File: config.mk
export PLATFORM = sky130hd
export DESIGN_NAME = fifo_enq_arbiter
export DESIGN_NICKNAME = d
export VERILOG_FILES = /design/src/rtl/fifo_enq_arbiter.sv
export SDC_FILE = /design/constraint.sdc
export NUM_CORES = 1
export LEC_CHECK = 0
export CORE_ASPECT_RATIO = 0.7
export CORE_MARGIN = 1.5
export CORE_UTILIZATION = 33
export DETAILED_ROUTE_END_ITERATION = 16
export PLACE_DENSITY = 0.88
export RECOVER_POWER = 25
export SYNTH_ARGS = -nofsm -noshare
export SYNTH_HDL_FRONTEND = slang
export SYNTH_SLANG_ARGS = --single-unit
File: constraint.sdc
create_clock -name clk -period 6.5 [get_ports clk]
set_input_delay 1.3 -clock clk [delete_from_list [all_inputs] [get_ports clk]]
set_output_delay 1.3 -clock clk [all_outputs]
set_load 0.02 [all_outputs]
File: src/rtl/fifo_enq_arbiter.sv
// Round-robin arbiter that shares the enqueue side of one fifo between four
// val/rdy producers. A grant lasts up to MAX_BURST beats, then ownership rotates.
// When a grant is released, the next owner is chosen in the same cycle, so
// back-to-back grants have no bubble.
//
// Ports:
//   clk       clock, all state updates on the rising edge
//   reset     synchronous, active-high reset
//   req_val   per-requester valid
//   req_data  flattened data, requester i at [i*DATA_W +: DATA_W]
//   req_rdy   per-requester ready, one-hot or zero
//   enq_val   valid to fifo enqueue
//   enq_data  data to fifo enqueue
//   enq_id    index of the current owner
//   enq_rdy   ready from fifo enqueue
//   busy      high while a requester holds the grant
module fifo_enq_arbiter #(
    parameter int unsigned DATA_W    = 32,
    parameter int unsigned NREQ      = 4,  // only 4 is supported (2-bit ids)
    parameter int unsigned MAX_BURST = 4   // 1..15
) (
    input  logic                   clk,
    input  logic                   reset,
    input  logic [NREQ-1:0]        req_val,
    input  logic [NREQ*DATA_W-1:0] req_data,
    output logic [NREQ-1:0]        req_rdy,
    output logic                   enq_val,
    output logic [DATA_W-1:0]      enq_data,
    output logic [1:0]             enq_id,
    input  logic                   enq_rdy,
    output logic                   busy
);

    typedef enum logic {StIdle, StBusy} state_e;

    localparam logic [3:0] LastBeat = 4'(MAX_BURST - 1);

    state_e     state_q, state_d;
    logic [1:0] owner_q, owner_d;
    logic [1:0] ptr_q, ptr_d;
    logic [3:0] beat_q, beat_d;

    // Rotating priority scan: returns {found, index}, first set bit at or after start.
    function automatic logic [2:0] pick(input logic [3:0] val, input logic [1:0] start);
        logic       found;
        logic [1:0] idx;
        logic [1:0] win;
        found = 1'b0;
        win   = 2'd0;
        for (int i = 0; i < 4; i++) begin
            idx = start + 2'(i);
            if (!found && val[idx]) begin
                found = 1'b1;
                win   = idx;
            end
        end
        return {found, win};
    endfunction

    logic [DATA_W-1:0] owner_data;
    logic              owner_val;
    logic              xfer;
    logic              release_grant;
    logic [2:0]        idle_pick;
    logic [2:0]        rot_pick;

    assign owner_data    = req_data[int'(owner_q) * DATA_W +: DATA_W];
    assign owner_val     = req_val[owner_q];
    assign xfer          = owner_val && enq_rdy;
    assign release_grant = (xfer && (beat_q == LastBeat)) || !owner_val;
    assign idle_pick     = pick(req_val, ptr_q);
    // Releasing owner is scanned last, so it only wins again when it is alone.
    assign rot_pick      = pick(req_val, owner_q + 2'd1);

    always_comb begin
        state_d = state_q;
        owner_d = owner_q;
        ptr_d   = ptr_q;
        beat_d  = beat_q;
        unique case (state_q)
            StIdle: begin
                if (idle_pick[2]) begin
                    owner_d = idle_pick[1:0];
                    beat_d  = 4'd0;
                    state_d = StBusy;
                end
            end
            StBusy: begin
                if (release_grant) begin
                    ptr_d = owner_q + 2'd1;
                    if (rot_pick[2]) begin
                        owner_d = rot_pick[1:0];
                        beat_d  = 4'd0;
                    end else begin
                        state_d = StIdle;
                    end
                end else if (xfer) begin
                    beat_d = beat_q + 4'd1;
                end
            end
            default: state_d = StIdle;
        endcase
    end

    // Outputs are forced quiet while reset is high so an abandoned burst
    // cannot hand a beat to the fifo in the reset cycle.
    always_comb begin
        enq_val  = 1'b0;
        enq_data = '0;
        enq_id   = owner_q;
        req_rdy  = '0;
        busy     = 1'b0;
        if (reset) begin
            enq_id = 2'd0;
        end else if (state_q == StBusy) begin
            enq_val          = owner_val;
            enq_data         = owner_data;
            req_rdy[owner_q] = enq_rdy;
            busy             = 1'b1;
        end
    end

    always_ff @(posedge clk) begin
        if (reset) begin
            state_q <= StIdle;
            owner_q <= 2'd0;
            ptr_q   <= 2'd0;
            beat_q  <= 4'd0;
        end else begin
            state_q <= state_d;
            owner_q <= owner_d;
            ptr_q   <= ptr_d;
            beat_q  <= beat_d;
        end
    end

endmodule

==> implementation parameters, run 1 <==
Parameter                              Value

Clock tree
  Clock tree from TritonCTS    built
  Number of resized instances in the post-cts repair step    0
  Count of buffers added by post-CTS timing repair for setup    0
  Post-CTS Hold Buffers    0
  Clock transition at the register clock pins on the worst setup and hold paths after CTS    0.04 ns
  CTS max path bufs    2
  Root Buffer    clkbuf_8
  Clock Sinks    9
  CTS Buf Count    3
  Skew-Pair Late Insertion Delay    0.23 ns
  Depth of the CTS H-tree    1

Synthesis
  Dominant combinational cell family by area after synthesis    multiplexers
  Fraction of synthesized cell area taken by the top area cell type    41.08%
  Part of the Yosys area used for sequential elements    9.959%
  Mean area per synthesized cell    9.780 um^2
  Post-synthesis compound-gate area fraction    12.03%
  Mapped cell area    1809 um^2
  Synth top area cells    mux4_2, and2_1, dfxtp_1
  Synthesized-area fraction occupied by and/or/nand/nor cells    23.72%
  Post-synthesis share of cell area spent on xor and xnor gates    0%
  Post-synthesis cell count    185
  Most numerous cell types in the synthesized netlist    and2_1, mux4_2, clkbuf_1, dfxtp_1, nor2_1
  Share of synthesized registers carrying an async set or reset    0%
  Net count of the mapped netlist    325
  Cell accounting for the most synthesized area    mux4_2
  Synthesized-area fraction occupied by adder cells    3.458%
  Post-synthesis mux area share    43.85%
  Prevailing post-synth register cell    dfxtp_1
  Number of synthesized flops with an enable pin    0
  Post-synthesis sequential element count    9
  Netlist cell types    44
  Yosys warnings    0

Floorplan
  Area of the core    5258 um^2
  Floorplan row count    22
  Vertical extent of the die    64.95 um
  I/O pin total    175
  Die Width    91.50 um
  Die area    5943 um^2
  Initial standard-cell utilization of the core    34.41%

STA
  Max transition margin    18.21%
  Share of the clock period used by the worst path    81.01%
  Fin. Hold Viols    0
  Top achievable clock speed    0.1899 GHz
  Transition time at the pin with the least slew margin    1.227 ns
  Unrepaired setup endpoints after global routing    false
  Setup_tns    0 ns
  Final Setup Violations    0
  Tmin final    5.266 ns
  Fin. max-slew vios    0
  Max Clock Skew    0.003570 ns

Pwr
  Static leakage power    1.291 nW
  Peak supply drop    0.0001161 V
  P per Cell Area    132.3 nW/um^2
  Overall power consumption    0.4776 mW

Critical path
  Setup Crit Path Kind    in -> out
  Type of element launching the critical path    primary input
  Peak fanout along the critical path    38
  Required time of the critical path    5.20 ns
  Worst EP arrival    3.97 ns
  Worst setup EP type    output pin

Global routing
  Pin count of the biggest net entering global routing    39
  Global-route wire length before repair    11.65 mm
  Number of antenna violations at the first check in global routing    0
  Vias in the first global route    2228
  Gr ovfl total    0
  Total track usage    25.20%

Place
  Port Buf Inserts    174
  Routability congestion estimate    0.8276
  Estimated wirelength of the detail-placed design    6.191 mm

Detailed routing
  Avg Vias per Cell    5.321
  Initial DRT Pass Iterations    4
  Routed length per placed instance    17.89 um
  Number of remaining DRC errors    0
  Vias after detailed routing    2219
  Drt total wl    7.460 mm
  Initial DRC count    72
  DRT antenna net count    0

Job
  # Max-Cap Violations    0

Worst hold path
  Class of the worst hold path    reg -> reg

Outcome
  Outcome    finished, final reports clean

Cells and area
  Layout-stage area growth over the synthesis result    99.52%
  Layout Nets    486
  Core Util, Final    68.66%
  Diode insertion count for antenna repair    0
  Share of layout cells above drive strength 1    12.17%
-- path summary, 6_finish.rpt --
check	depth (start not counted)	slack, ns	end	startpoint
max	5	1.23	enq_data[11]	reset
min reg2reg	2	0.51	beat_q[3]	beat_q[3]
min	2	0.51	beat_q[3]	beat_q[3]
max reg2reg	5	4.04	ptr_q[1]	owner_q[1]
-- cells in the final DEF (no fill, tap or decap), types with 2 or more instances in the layout --
master	synthesis	layout
dfxtp_1	9	8
inv_1	8	8
a31oi_1	3	3
mux4_2	33	33
clkdlybuf4s50_1	0	171
a2111oi_0	2	2
nand3_1	4	4
nor2b_1	3	2
nand2_1	6	7
buf_4	0	2
dlygate4sd3_1	0	3
nor2_1	9	9
a311oi_1	2	2
clkbuf_1	11	2
nand2b_1	2	2
o21ai_0	5	5
ha_1	5	5
or3b_2	2	2
mux2i_1	5	5
clkbuf_8	0	3
and3_1	4	4
and2_1	33	33
a21oi_1	7	7
-- per-stage QoR --
step	hold WS, ns	setup slack (ns)	cell area [um^2]	instances
2_1_floorplan	0.4724	3.012	1809	185
3_3_place_gp	0.4973	1.991	3571	413
3_5_place_dp	0.5043	1.960	3571	413
4_1_cts	0.5116	1.951	3616	417
5_1_grt	0.5283	0.9850	3610	417
6_report	0.5121	1.234	3610	417
-- layout make-up --
class	instances	area (um^2)
Sequential cell	9	181.4
Inverter	8	30.03
Multi-Input combinational cell	147	1503
Fill cell	392	1648
Clock buffer	4	45.04
Tap cell	72	90.09
Timing Repair Buffer	177	1760
-- cell families (layout without fill, tap and decap cells) --
logic type,Yosys count,count (layout)
compound gates,31,31
fa+ha+maj,5,5
buf+inv,29,189
flops,9,9
mux,38,38
simple gates,73,73
-- worst max-delay path, cell delays in order --
cell	delay [ns]
dlygate4sd3_1	0.70
nor2b_2	0.15
clkbuf_1	0.90
and2_1	0.28
clkdlybuf4s50_1	0.62
-- state kept, by name (all words and copies together), names as in the netlist --
register  flops
ptr_q         2
owner_q       2
beat_q        4
state_q       1
-- power by group --
part	total [mW]	internal, mW	leakage [nW]	switching [mW]
combinational	0.333	0.210	1.19	0.122
sequential	0.0795	0.0607	0.0741	0.0188
clock	0.0655	0.0428	0.0228	0.0227
-- layer usage --
| layer | routed length, um | track usage (%) |
|---|---|---|
| met5 | 0 | 0 |
| met4 | 186 | 7.227 |
| met2 | 3778 | 44.87 |
| met3 | 458 | 6.690 |
| met1 | 3037 | 30.04 |
No activity file was read; power rests on OpenSTA's default activity.
==> inputs of run 2 (changes only) <==
Settings changed: CORE_UTILIZATION 33 to 31, PLACE_DENSITY 0.88 to 0.83.
Clock period 6.5 ns to 5.5 ns, I/O delays scaled along.
==> run 2 against run 1 <==
Net effect:
- first-iteration DRC count rose by 38%
- critical path depth did not move
- setup slack got worse by 0.32 ns
- count of clock-buffer cells in the layout did not move
- die area rose by 6.2%
- via count fell by 1.6%
- combinational power rose by 19%
- total power rose by 19%
- clock power rose by 20%
- routed wire length fell by 0.28%
- cell area rose by 0.21%
==> implementation parameters, run 2 (synthesized netlist as in run 1, its figures left out) <==
Parameter                              Value

Outcome
  Outcome    finished, final reports clean

Clock tree
  Post-CTS Hold Buffers    0
  CTS max path bufs    2
  Clock Sinks    9
  CTS Buf Count    3
  Depth of the CTS H-tree    1
  Clock tree from TritonCTS    built
  Skew-Pair Late Insertion Delay    0.24 ns
  Count of buffers added by post-CTS timing repair for setup    0
  Root Buffer    clkbuf_8
  Number of resized instances in the post-cts repair step    0
  Clock transition at the register clock pins on the worst setup and hold paths after CTS    0.05 ns

Cells and area
  Layout-stage area growth over the synthesis result    99.93%
  Layout Nets    486
  Registers with the highest flip-flop counts    beat_q (4), owner_q (2), ptr_q (2)
  Diode insertion count for antenna repair    0
  Largest reg by FF count    beat_q
  Most common library cell in the layout ignoring fill and taps    clkdlybuf4s50_1
  Core Util, Final    63.80%
  Most used cells in the layout excluding fill and tap cells    clkdlybuf4s50_1, mux4_2, and2_1
  Max FFs per register    4
  Share of layout cells above drive strength 1    12.46%

Global routing
  Number of antenna violations at the first check in global routing    0
  Total track usage    22.92%
  Vias in the first global route    2063
  Pin count of the biggest net entering global routing    36
  Global-route wire length before repair    10.98 mm
  Gr ovfl total    0

STA
  Tightest hold margin    0.5305 ns
  Max Clock Skew    0.003725 ns
  Final setup margin    0.9167 ns
  Final Setup Violations    0
  Unrepaired setup endpoints after global routing    false
  Fin. max-slew vios    0
  Tmin final    4.583 ns
  Top achievable clock speed    0.2182 GHz
  Transition time at the pin with the least slew margin    0.7147 ns
  Share of the clock period used by the worst path    83.33%
  Max transition margin    52.35%
  Fin. Hold Viols    0
  Setup_tns    0 ns

Job
  # Max-Cap Violations    0

Place
  Worst setup slack before clock tree synthesis    0.9598 ns
  Port Buf Inserts    174
  Estimated wirelength of the detail-placed design    6.134 mm
  Routability congestion estimate    0.8551

Detailed routing
  Number of remaining DRC errors    0
  Met2 wirelength from detailed routing    3.773 mm
  Vias after detailed routing    2184
  Avg Vias per Cell    5.200
  DRT antenna net count    0
  Drt total wl    7.439 mm
  Routed length per placed instance    17.71 um
  Routed met3 length    592 um
  Initial DRT Pass Iterations    4
  Initial DRC count    99
  Met1 Routed Length    2.885 mm
  Uppermost layer routed    met4

Pwr
  Clk network pwr share    13.8%
  Switching part of the total    34.51%
  Static leakage power    1.295 nW
  Internal power component    0.3714 mW
  P per Cell Area    156.8 nW/um^2
  Overall power consumption    0.5672 mW
  Switch Pwr    0.1957 mW
  Peak supply drop    0.0001205 V
  Comb power frac    69.6%
  Sequential power share    16.6%

Floorplan
  Area of the core    5669 um^2
  Vertical extent of the die    66.92 um
  Die area    6311 um^2
  I/O pin total    175
  Initial standard-cell utilization of the core    31.91%
  Floorplan row count    23
  Die Width    94.31 um

Critical path
  Critical Path Sink    enq_data[12]
  Crit path from    reset
  Peak fanout along the critical path    21
  Required time of the critical path    4.40 ns
  Worst setup EP type    output pin
  Setup Crit Path Kind    in -> out
  Setup slack of the most critical reg-to-reg path    2.97 ns
  RR Endpoint    owner_q[1]
  Reg-to-reg startpoint    owner_q[0]
  Worst EP arrival    3.48 ns
  Cells on worst reg2reg path    6
  Type of element launching the critical path    primary input

Worst hold path
  Class of the worst hold path    reg -> reg
[run 2: routing by layer]
layer	vias to the layer above	track usage, %
met3	20	4.909
met1	1028	27.31
met2	98	41.55
li1	1038	-
met4	0	6.530
met5	-	0
[run 2: power by group through the flow]
stage	Sequential, mW	Combinational (mW)	Clock, mW
6_report	0.0942	0.395	0.0784
5_1_grt	0.0981	0.422	0.0832
4_1_cts	0.0948	0.398	0.0804
3_3_place_gp	0.0952	0.392	0
2_1_floorplan	0.0760	0.246	0
3_5_place_dp	0.0959	0.397	0
[run 2: through the flow]
stage | instances | area [um^2]
after floorplan | 185 | 1809
after global placement | 416 | 3575
after detailed placement | 416 | 3575
after CTS | 420 | 3620
after global routing | 420 | 3617
final | 420 | 3617
[run 2: critical path, cell delays in order]
cell and delay, ns:
dlygate4sd3_1 0.71, nor2b_2 0.59, buf_4 0.31, and2_1 0.16, clkdlybuf4s50_1 0.60
[run 2: worst min-delay path by stage]
stage               startpoint   endpoint  slack, ns  cells after the start
floorplan            beat_q[2]  beat_q[2]       0.47                      1
global placement     beat_q[3]  beat_q[3]       0.51                      2
detailed placement   beat_q[2]  beat_q[2]       0.51                      1
CTS                  beat_q[2]  beat_q[2]       0.53                      1
global route         beat_q[3]  beat_q[3]       0.55                      2
finish               beat_q[2]  beat_q[2]       0.53                      1
[run 2: cell type report]
class / count / area (um^2)
clock buffer: 4 / 45.04
fill: 505 / 2052
inverter: 8 / 30.03
multi-input combinational: 147 / 1503
sequential: 9 / 181.4
tap: 75 / 93.84
timing repair buffer: 177 / 1764
==> inputs of run 3 (changes only) <==
Clock period 5.5 ns to 4.68 ns, I/O delays scaled along.
==> run 3 against run 2 <==
Net effect:
- clock skew fell by 0.0015 ns
- die area unchanged
- critical path depth unchanged
- sequential share of layout area about the same
- setup slack worse by 0.33 ns
- hold slack got worse by 0.017 ns
- total power up 19%
- via count up 0.82%
- core utilization grew 0.29 points
- first-iteration DRC count down 43%
- cell count up 0.24%
==> implementation parameters, run 3 (synthesized netlist as in run 1, its figures left out) <==
Parameter                              Value

Outcome
  Outcome    finished, final reports clean

Global routing
  Pin count of the biggest net entering global routing    31
  Number of antenna violations at the first check in global routing    0
  Vias in the first global route    2117
  Gr ovfl total    0
  Global-route wire length before repair    10.89 mm
  Total track usage    22.61%

Clock tree
  Clock transition at the register clock pins on the worst setup and hold paths after CTS    0.05 ns
  Clock Sinks    9
  CTS Buf Count    3
  Clock tree from TritonCTS    built
  Skew-Pair Late Insertion Delay    0.23 ns
  Post-CTS Hold Buffers    0
  Depth of the CTS H-tree    1
  Number of resized instances in the post-cts repair step    0
  Count of buffers added by post-CTS timing repair for setup    0
  CTS max path bufs    2
  Root Buffer    clkbuf_8

Detailed routing
  Vias after detailed routing    2202
  Routed length per placed instance    17.55 um
  Drt total wl    7.389 mm
  Number of remaining DRC errors    0
  Initial DRC count    56
  DRT antenna net count    0
  Initial DRT Pass Iterations    6
  Avg Vias per Cell    5.230

Critical path
  Cell-by-cell listing of the critical path    clkbuf_1 -> inv_1 -> ha_1 -> and3_1 -> clkdlybuf4s50_1
  Longest individual stage delay on the worst path    1.02 ns
  Worst EP arrival    3.16 ns
  Number of buffers and inverters on the critical path    3
  Type of element launching the critical path    flop
  Peak fanout along the critical path    24
  Setup Crit Path Kind    reg -> out
  Critical path's slowest cell    clkbuf_1
  Crit path from    owner_q[1]
  Required time of the critical path    3.74 ns
  Reg-to-reg startpoint    owner_q[1]
  CP top delay family    buffers and inverters
  Worst setup EP type    output pin

Pwr
  Peak supply drop    0.0001127 V
  Clk network pwr share    13.8%
  Internal power component    0.4424 mW
  Overall power consumption    0.6740 mW
  P per Cell Area    185.5 nW/um^2
  Static leakage power    1.301 nW
  Comb power frac    69.7%
  Switch Pwr    0.2316 mW
  Sequential power share    16.5%
  Switching part of the total    34.36%

Cells and area
  Number of fill cells in the layout    476
  Layout-stage area growth over the synthesis result    100.8%
  Largest reg by FF count    beat_q
  Share of layout cells above drive strength 1    12.43%
  Most common library cell in the layout ignoring fill and taps    clkdlybuf4s50_1
  Diode insertion count for antenna repair    0
  Registers with the highest flip-flop counts    beat_q (4), owner_q (2), ptr_q (2)
  Max FFs per register    4
  Layout Nets    487
  Most used cells in the layout excluding fill and tap cells    clkdlybuf4s50_1, mux4_2, and2_1

STA
  Fin. Hold Viols    0
  Top achievable clock speed    0.2441 GHz
  Setup_tns    0 ns
  Final Setup Violations    0
  Final setup margin    0.5833 ns
  Max Clock Skew    0.002220 ns
  Tightest hold margin    0.5136 ns
  Share of the clock period used by the worst path    87.54%
  Unrepaired setup endpoints after global routing    false
  Max transition margin    12.69%
  Transition time at the pin with the least slew margin    1.310 ns
  Fin. max-slew vios    0
  Tmin final    4.097 ns

Place
  Estimated wirelength of the detail-placed design    6.113 mm
  Routability congestion estimate    0.8636
  Port Buf Inserts    174
  Worst setup slack before clock tree synthesis    0.9025 ns

Floorplan
  Floorplan row count    23
  Die Width    94.31 um
  Area of the core    5669 um^2
  Die area    6311 um^2
  Vertical extent of the die    66.92 um
  I/O pin total    175
  Initial standard-cell utilization of the core    31.91%

Worst hold path
  Class of the worst hold path    reg -> reg
  Start point of the worst hold path    beat_q[3]

Job
  # Max-Cap Violations    0
run 3: cell types whose count changed in the layout (fill, tap and decap cells not counted), sizes merged:
cell,change
clkbuf,+1
clkdlybuf4s50,-1
dlygate4sd3,+1
run 3: metrics by stage:
| stage | utilization (%) | cell area, um^2 | instances |
|---|---|---|---|
| after floorplan | - | 1809 | 185 |
| after global placement | 63.41 | 3595 | 417 |
| after detailed placement | 63.41 | 3595 | 417 |
| after CTS | 64.20 | 3640 | 421 |
| after global routing | 64.09 | 3633 | 421 |
| final | 64.09 | 3633 | 421 |
run 3: power groups by stage:
stage                     Clock [mW]  Sequential [mW]  Combinational, mW
after floorplan                    0           0.0894              0.290
after detailed placement           0            0.113              0.473
final                         0.0930            0.111              0.470
after CTS                     0.0943            0.112              0.474
after global placement             0            0.114              0.463
after global routing          0.0993            0.115              0.505
run 3: metal layers:
| layer | routed length [um] | global-route usage, % | share of wire (%) | vias up |
|---|---|---|---|---|
| met5 | 0 | 0 | 0 | - |
| met4 | 203 | 7.090 | 2.7 | 0 |
| met3 | 536 | 5.137 | 7.3 | 20 |
| met2 | 3751 | 42.09 | 51 | 92 |
| met1 | 2898 | 25.68 | 39 | 1056 |
| li1 | - | - | - | 1034 |
run 3: worst paths after layout:
kind	to	slack, ns	cells past startpoint
setup / recovery	req_rdy[1]	0.58	5
hold / removal	beat_q[3]	0.51	2
setup reg to reg	owner_q[0]	1.12	8
hold reg to reg	beat_q[3]	0.51	2
run 3: cell type report:
class,count,area (um^2),area share [%]
Clock buffer,4,45.04,1.240
Multi-Input combinational cell,147,1503,41.36
Sequential cell,9,181.4,4.993
Inverter,8,30.03,0.8264
Timing Repair Buffer,178,1780,49.00
Tap cell,75,93.84,2.583
run 3: worst register-to-register path, delay by kind of cell (launching register included):
| kind | cells | cell delay (ns) |
|---|---|---|
| adders and majority gates | 1 | 0.47 |
| DFF | 1 | 0.71 |
| muxes | 1 | 0.13 |
| AOI/OAI and AO/OA | 2 | 0.57 |
| buffers and inverters | 2 | 1.28 |
| and+or+nand+nor | 2 | 0.29 |
